### config.mk
export PLATFORM = sky130hd
export DESIGN_NAME = lsu_hs
export DESIGN_NICKNAME = d
export VERILOG_FILES = /design/src/rtl/lsu_hs.sv
export SDC_FILE = /design/constraint.sdc
export NUM_CORES = 1
export LEC_CHECK = 0
export ABC_AREA = 1
export BUFFER_PORTS_ARGS = -buffer_cell sky130_fd_sc_hd__buf_4
export CORE_MARGIN = 5
export CORE_UTILIZATION = 40
export CTS_CLUSTER_DIAMETER = 30
export DETAILED_ROUTE_END_ITERATION = 8
export PLACE_DENSITY = 0.66
export SYNTH_ARGS = -nofsm -noshare
export SYNTH_HDL_FRONTEND = slang
export SYNTH_SLANG_ARGS = --single-unit
### constraint.sdc
create_clock -name clk_i -period 2.4 [get_ports clk_i]
set_input_delay 0.24 -clock clk_i [delete_from_list [all_inputs] [get_ports clk_i]]
set_output_delay 0.24 -clock clk_i [all_outputs]
set_load 0.1 [all_outputs]
### src/rtl/lsu_hs.sv
// lsu_hs: parametrised load/store unit for the L/S pipeline stage.
//
// Takes one load/store request at a time from the pipeline. It drives a
// valid/ready memory port with an aligned address and per-byte write strobes.
// It waits for read data and returns extended load data on a one-cycle
// response pulse.
//
// Parameters:
//   XLEN   data/address width, 32 or 64
//   NB     bytes per memory word (derived)
//   OFS_W  byte-offset bits used for lane selection (derived)
//
// Optional feature macro: LSU_MISALIGN_TRAP_EN
//   defined   -> a misaligned access responds with resp_err_o=1 and no memory request
//   undefined -> a misaligned access is silently aligned down to its natural size
//
// Ports:
//   clk_i, rst_ni                clock, synchronous active-low reset
//   req_valid_i / req_ready_o    pipeline request handshake
//   req_we_i                     1 = store, 0 = load
//   req_memop_i                  funct3 size/sign encoding
//   req_addr_i                   byte address
//   req_wdata_i                  right-justified store data
//   resp_valid_o                 one-cycle completion pulse
//   resp_rdata_o                 extended load data (0 for stores and errors)
//   resp_err_o                   illegal op or trapped misaligned access
//   mem_req_valid_o / mem_req_ready_i   memory request handshake
//   mem_we_o                     memory write request
//   mem_addr_o                   word-aligned address
//   mem_wdata_o                  store data shifted into its byte lanes
//   mem_wstrb_o                  per-byte write strobes
//   mem_rvalid_i, mem_rdata_i    read data return
module lsu_hs #(
  parameter  int XLEN  = 64,
  localparam int NB    = XLEN / 8,
  localparam int OFS_W = $clog2(XLEN / 8)
) (
  input  logic            clk_i,
  input  logic            rst_ni,
  input  logic            req_valid_i,
  output logic            req_ready_o,
  input  logic            req_we_i,
  input  logic [2:0]      req_memop_i,
  input  logic [XLEN-1:0] req_addr_i,
  input  logic [XLEN-1:0] req_wdata_i,
  output logic            resp_valid_o,
  output logic [XLEN-1:0] resp_rdata_o,
  output logic            resp_err_o,
  output logic            mem_req_valid_o,
  input  logic            mem_req_ready_i,
  output logic            mem_we_o,
  output logic [XLEN-1:0] mem_addr_o,
  output logic [XLEN-1:0] mem_wdata_o,
  output logic [NB-1:0]   mem_wstrb_o,
  input  logic            mem_rvalid_i,
  input  logic [XLEN-1:0] mem_rdata_i
);

  typedef enum logic [1:0] {IDLE, REQ, WAIT, RESP} state_e;

  state_e           state_q;
  logic             we_q;
  logic [2:0]       memop_q;
  logic [OFS_W-1:0] off_q;

  logic [OFS_W-1:0] req_off;
  logic [OFS_W-1:0] size_mask;
  logic [OFS_W-1:0] eff_off_d;
  logic             illegal_d;
  logic             trap_d;
  logic [NB-1:0]    strb_base;
  logic [NB-1:0]    strb_d;
  logic [XLEN-1:0]  wdata_d;
  logic [XLEN-1:0]  rshift;
  logic [XLEN-1:0]  rdata_d;

  // Request decode. size_mask covers the offset bits below the access size.
  // Clearing them gives the naturally aligned lane offset. Testing them
  // detects a misaligned access.
  always_comb begin
    req_off = req_addr_i[OFS_W-1:0];
    case (req_memop_i[1:0])
      2'b00:   size_mask = '0;
      2'b01:   size_mask = OFS_W'(1);
      2'b10:   size_mask = OFS_W'(3);
      default: size_mask = '1;
    endcase
    eff_off_d = req_off & ~size_mask;

    // Double-word ops and lwu only exist on a 64-bit datapath.
    illegal_d = (req_memop_i == 3'b111)
             || (req_we_i && req_memop_i[2])
             || ((XLEN == 32) && ((req_memop_i[1:0] == 2'b11) || (req_memop_i == 3'b110)));
`ifdef LSU_MISALIGN_TRAP_EN
    trap_d = illegal_d || ((req_off & size_mask) != '0);
`else
    trap_d = illegal_d;
`endif

    case (req_memop_i[1:0])
      2'b00:   strb_base = NB'(1);
      2'b01:   strb_base = NB'(3);
      2'b10:   strb_base = NB'(15);
      default: strb_base = '1;
    endcase
    strb_d  = strb_base << eff_off_d;
    wdata_d = req_wdata_i << {eff_off_d, 3'b000};
  end

  // Load path: move the addressed lane down to bit 0, then extend it by op.
  always_comb begin
    rshift = mem_rdata_i >> {off_q, 3'b000};
    case (memop_q)
      3'b000:  rdata_d = XLEN'($signed(rshift[7:0]));
      3'b001:  rdata_d = XLEN'($signed(rshift[15:0]));
      3'b010:  rdata_d = XLEN'($signed(rshift[31:0]));
      3'b100:  rdata_d = XLEN'(rshift[7:0]);
      3'b101:  rdata_d = XLEN'(rshift[15:0]);
      3'b110:  rdata_d = XLEN'(rshift[31:0]);
      default: rdata_d = rshift;
    endcase
  end

  // Control FSM. All outputs are registered. They change only on state
  // transitions, so the mem_* request stays stable while it is stalled.
  always_ff @(posedge clk_i) begin
    if (!rst_ni) begin
      state_q         <= IDLE;
      we_q            <= 1'b0;
      memop_q         <= 3'b000;
      off_q           <= '0;
      req_ready_o     <= 1'b1;
      resp_valid_o    <= 1'b0;
      resp_err_o      <= 1'b0;
      resp_rdata_o    <= '0;
      mem_req_valid_o <= 1'b0;
      mem_we_o        <= 1'b0;
      mem_addr_o      <= '0;
      mem_wdata_o     <= '0;
      mem_wstrb_o     <= '0;
    end else begin
      case (state_q)
        IDLE: begin
          if (req_valid_i) begin
            we_q        <= req_we_i;
            memop_q     <= req_memop_i;
            off_q       <= eff_off_d;
            req_ready_o <= 1'b0;
            if (trap_d) begin
              state_q      <= RESP;
              resp_valid_o <= 1'b1;
              resp_err_o   <= 1'b1;
              resp_rdata_o <= '0;
            end else begin
              state_q         <= REQ;
              mem_req_valid_o <= 1'b1;
              mem_we_o        <= req_we_i;
              mem_addr_o      <= {req_addr_i[XLEN-1:OFS_W], {OFS_W{1'b0}}};
              mem_wdata_o     <= req_we_i ? wdata_d : '0;
              mem_wstrb_o     <= req_we_i ? strb_d : '0;
            end
          end
        end
        REQ: begin
          if (mem_req_ready_i) begin
            mem_req_valid_o <= 1'b0;
            mem_we_o        <= 1'b0;
            if (we_q) begin
              state_q      <= RESP;
              resp_valid_o <= 1'b1;
              resp_err_o   <= 1'b0;
              resp_rdata_o <= '0;
            end else begin
              state_q <= WAIT;
            end
          end
        end
        WAIT: begin
          if (mem_rvalid_i) begin
            state_q      <= RESP;
            resp_valid_o <= 1'b1;
            resp_err_o   <= 1'b0;
            resp_rdata_o <= rdata_d;
          end
        end
        RESP: begin
          state_q      <= IDLE;
          resp_valid_o <= 1'b0;
          resp_err_o   <= 1'b0;
          req_ready_o  <= 1'b1;
        end
        default: begin
          state_q     <= IDLE;
          req_ready_o <= 1'b1;
        end
      endcase
    end
  end

endmodule

Yosys cells after proc, flatten, opt, wreduce, memory -nomap -nowiden
Cells that the tools add are included. Widths: inputs -> output; s select.

Input port bits: 201. Output and inout bits: 205. Flip-flop bits (word level): 211.

Shifts and indexed selects: 3. Eq/ne operators: 17. Reduce and logical (&&, ||, !) cells: 15. Muxes and demuxes: 36. Bitwise operators: 3.

Operators with widths (number): $mux 64 (6); $pmux 64 s6 (1); $pmux 64 s3 (1); $shl 64x6->64 (1); $shr 64x6->64 (1); $pmux 8 s3 (1); $mux 1 (15); $eq 3x3->1 const B (4); $ne 2x2->1 const B (6); $pmux 3 s3 (1); $mux 2 (4); $mux 8 (1); $pmux 1 s4 (2); $pmux 2 s4 (1); $shl 8x3->8 (1); $eq 2x2->1 const B (3); $pmux 1 s2 (3); $reduce_and 3->1 (2); $reduce_and 6->1 (1); $reduce_and 5->1 (1); $eq 2x1->1 const B (2); $logic_not 2->1 (2); $reduce_and 2->1 (2); $reduce_and 4->1 (1); 10 further kinds (11).

Logic depth before layout (Yosys ltp)
Word-level depth: 6. Depth in mapped cells: 12. Mapped depth without buffers: 11.

Worst setup path after synthesis
No wires, ideal clock.

Path type: reg2reg. From: register state_q[0]. To: register resp_rdata_o[0]. Library setup time: 0.132 ns. Cell stages (with the launch flop): 10. Arrival: 1.553 ns. Buffers on the path: 1. Setup slack: 0.714 ns. Clock period less this slack: 1.686 ns. Cell sequence: dfxtp_1 -> inv_1 -> ha_1 -> inv_1 -> nand2_1 -> o21ai_4 -> nand3_2 -> clkbuf_1 -> nand2_1 -> a21oi_1.

Longest elaborated chain between the ends: 3.

RTL lines: start: declaration (RTL line 61) `state_e state_q;`; start signal: assignment (RTL line 128) `state_q <= IDLE;`; start signal: assignment (RTL line 150) `state_q <= RESP;`; start signal: assignment (RTL line 155) `state_q <= REQ;`; $eq 2x1->1 (tied with other cells) (RTL line 142) `case (state_q)`; $ne 2x2->1 (no line) or $reduce_bool 3->1 (tied branches); $reduce_and 6->1 (no line); end signal: assignment (RTL line 183) `resp_rdata_o <= rdata_d;`; end: declaration (RTL line 47) `output logic [XLEN-1:0] resp_rdata_o,`.

Parallel ways exist; a longest one is shown, timed or not. A chain may end at the register's enable or synchronous reset.

Worst setup path in the final report
From: register state_q[0]. To: register mem_addr_o[54].

Longest elaborated chain between the ends: 2.

RTL lines: $logic_not 2->1 (RTL line 142); $reduce_and 3->1 (no line); end signal: assignment (RTL line 158) `mem_addr_o <= {req_addr_i[XLEN-1:OFS_W], {OFS_W{1'b0}}};`; end: declaration (RTL line 52) `output logic [XLEN-1:0] mem_addr_o,`.

No other way between the ends.

==> results.yml <==
outcome:
  status: "finished, final reports clean"
grt:
  antenna_found_initial: 1
  first_global_vias: 13736
  grt-ovfl-total: 0
  grt_pass1_wl_um: 76000
  grt_max_degree: 86
  grt_use_total_pct: 28.2
critical_path:
  cpPeakStageDelay_ns: 0.43
  required_ns: 2.87
  cp-start-kind: "flop"
  crit_slowest_cell: "buf_4"
  timing.rr.start: "state_q[0]"
  cp_max_fo: 38
  crit_chain: "inv_1, ha_1, inv_1, nor2_4, buf_4, buf_4, nand3_1, a21oi_1"
  startpoint: "state_q[0]"
  crit_arrival_ns: 2.61
  cp-end-kind: "flop"
  path_class: "reg -> reg"
synth:
  synth_area_leaders: "dfxtp_1 (36%), nand2_1 (19%), a21oi_1 (9.4%), nand3_1 (9.0%), o21ai_0 (5.5%)"
  yosysTopAreaCell: "dfxtp_1"
  syn_area_per_cell_um2: 6.37
  ys_async_sr_fraction_pct: 0
  yosysWarnings: 0
  synthesis.area_um2: 11700
  yosys_most_used_dff: "dfxtp_1"
  synthDistinctLibCells: 38
  synth-edff-count: 0
  synthCells: 1829
  synth_top_area_share_pct: 36.2
  yosysSeqAreaShare_pct: 36.2
  synth_seq_cells: 211
floorplanning:
  row_count: 62
  start_util_pct: 40.6
  dieArea_um2: 32700
  die_h_um: 181
  die_x_um: 181
  ios: 406
  fp.coreArea_um2: 28700
cells_and_area:
  syn_to_final_growth_pct: 49.6
  drive_gt1_share_pct: 24.9
  seq_area_um2: 4230
  final_common_cell: "nand2_1"
  final_cell_count_no_fill: 2681
  postLayoutCoreUtil_pct: 60.8
  multi_input_area_um2: 6260
  final_cell_mix: "nand2_1 (593), buf_4 (436), a21oi_1 (219)"
  n_fill_cell: 2646
  stdcell_area_um2: 17400
  nNetsFinal: 2459
clock_tree:
  cts-htree-levels: 2
  root_buffer: "clkbuf_16"
  insertion_delay_ns: 0.55
  cts_sinks: 211
  numCtsBuffers: 53
  path_clk_slew_ns: 0.05
  cts_tree: "done"
  cts_buffer_depth: 3
  post_cts_buffers: 0
drt:
  route.detailed.drc: 0
  dr.pass1.iters: 6
  detail_route.wl_per_cell_um: 18.2
  viasPerCell: 5.30
  via_count: 14215
  drt_iter0_drc: 1516
  routed_wl_um: 48900
  antenna_left: 0
placement:
  post-place-ws_ns: 0.206
  placed_cells: 2517
  detailed_place_hpwl_um: 34600
  placed_cell_area_um2: 14900
  gp_congestion: 0.942
  io_buffer_count: 402
timing:
  setup_viol: 0
  fmax_ghz: 0.467
  drv_slew: 0
  final_min_period_over_clock_period_pct: 89.3
  fin_skew_ns: 0.0200
  max_slew_margin_pct: 53.6
  fin_crit_ns: 2.14
  rsz0062_at_grt: "no"
  tns_ns: 0
  worst_pin_slew_ns: 0.696
  fin_ws_ns: 0.257
  hold_violations: 0
min_path:
  hp-class: "in -> reg"
  hp-start: "req_addr_i[3]"
power_and_ir_drop:
  p_leak_nw: 8.13
  p_per_area_nw_per_um2: 1130
  ir_drop_mv: 0.706
job:
  cap_violations: 0
==> final cells by class <==
class                           instances  area share [%]
Antenna cell                            1          0.0143
Multi-Input combinational cell       1362            35.9
Clock inverter                         31            2.45
Inverter                              112            2.45
Clock buffer                           67            8.37
Tap cell                              384            2.75
Timing Repair Buffer                  513            23.8
Sequential cell                       211            24.2
==> final timing paths <==
kind / end / slack [ns] / cells after the start
hold reg to reg: mem_addr_o[41] / 0.46 / 2
setup reg to reg: mem_addr_o[54] / 0.26 / 8
hold / removal: mem_addr_o[3] / 0.03 / 3
setup / recovery: mem_addr_o[54] / 0.26 / 8
==> stage by stage <==
step	hold WS, ns	power [W]
floorplan	0.378	0.0101
CTS	0.00111	0.0197
detailed placement	0.453	0.0121
global route	0.0515	0.0206
global placement	0.448	0.0121
finish	0.0298	0.0197
==> kinds of logic (layout without fill, tap and decap cells) <==
kind of cell,count (synthesis),count (layout),share of synthesized area [%]
compound gates,451,451,20.6
other cells,1,4,0.0322
simple gates,903,903,32.5
fa+ha+maj,5,5,0.537
buf+inv,258,723,10.1
flops,211,211,36.2
==> Yosys cell counts, types with 14 or more instances <==
library cell	n
o21ai_1	47
nor2_1	63
a21oi_1	219
dfxtp_1	211
clkbuf_1	62
nand3_1	209
o21ai_0	127
inv_1	101
o211ai_1	36
buf_2	49
nand2_1	593
buf_6	14
==> state kept, by name, indices dropped and copies added (netlist names), 2 cells and up <==
register,cells
mem_wdata_o,64
off_q,3
resp_rdata_o,64
state_q,2
mem_addr_o,61
mem_wstrb_o,8
memop_q,3
==> per-layer routing <==
metal  track usage, %  share of wire (%)  up-vias
met1             34.9                 40     6455
met2             46.3                 47      742
li1                 -                  -     6894
met3             7.16                9.1      124
met4             13.1                4.6        0
met5                0                  0        -
==> what timing repair did <==
item / 4_1_cts / 5_1_grt
hold buffers: 65 / 0
resized for setup: 0 / 2
endpoints found under the hold margin: 65 / 0
setup endpoints to repair: 0 / 22
==> where the power goes <==
part | switching [W] | total (W) | internal, W
registers | 0.000265 | 0.00418 | 0.00391
clock network | 0.00234 | 0.00742 | 0.00507
logic | 0.00600 | 0.00809 | 0.00210
total | 0.00861 | 0.0197 | 0.0111
==> critical path: cells and delay by family, from the launching register on <==
| kind | cells | cell delay [ns] |
|---|---|---|
| AO/OA/AOI/OAI | 1 | 0.23 |
| adder cells (fa/ha/maj) | 1 | 0.21 |
| buffers and inverters | 4 | 0.96 |
| flip-flops | 1 | 0.34 |
| AND/OR/NAND/NOR | 2 | 0.30 |
(Power assumes the default switching activity.)
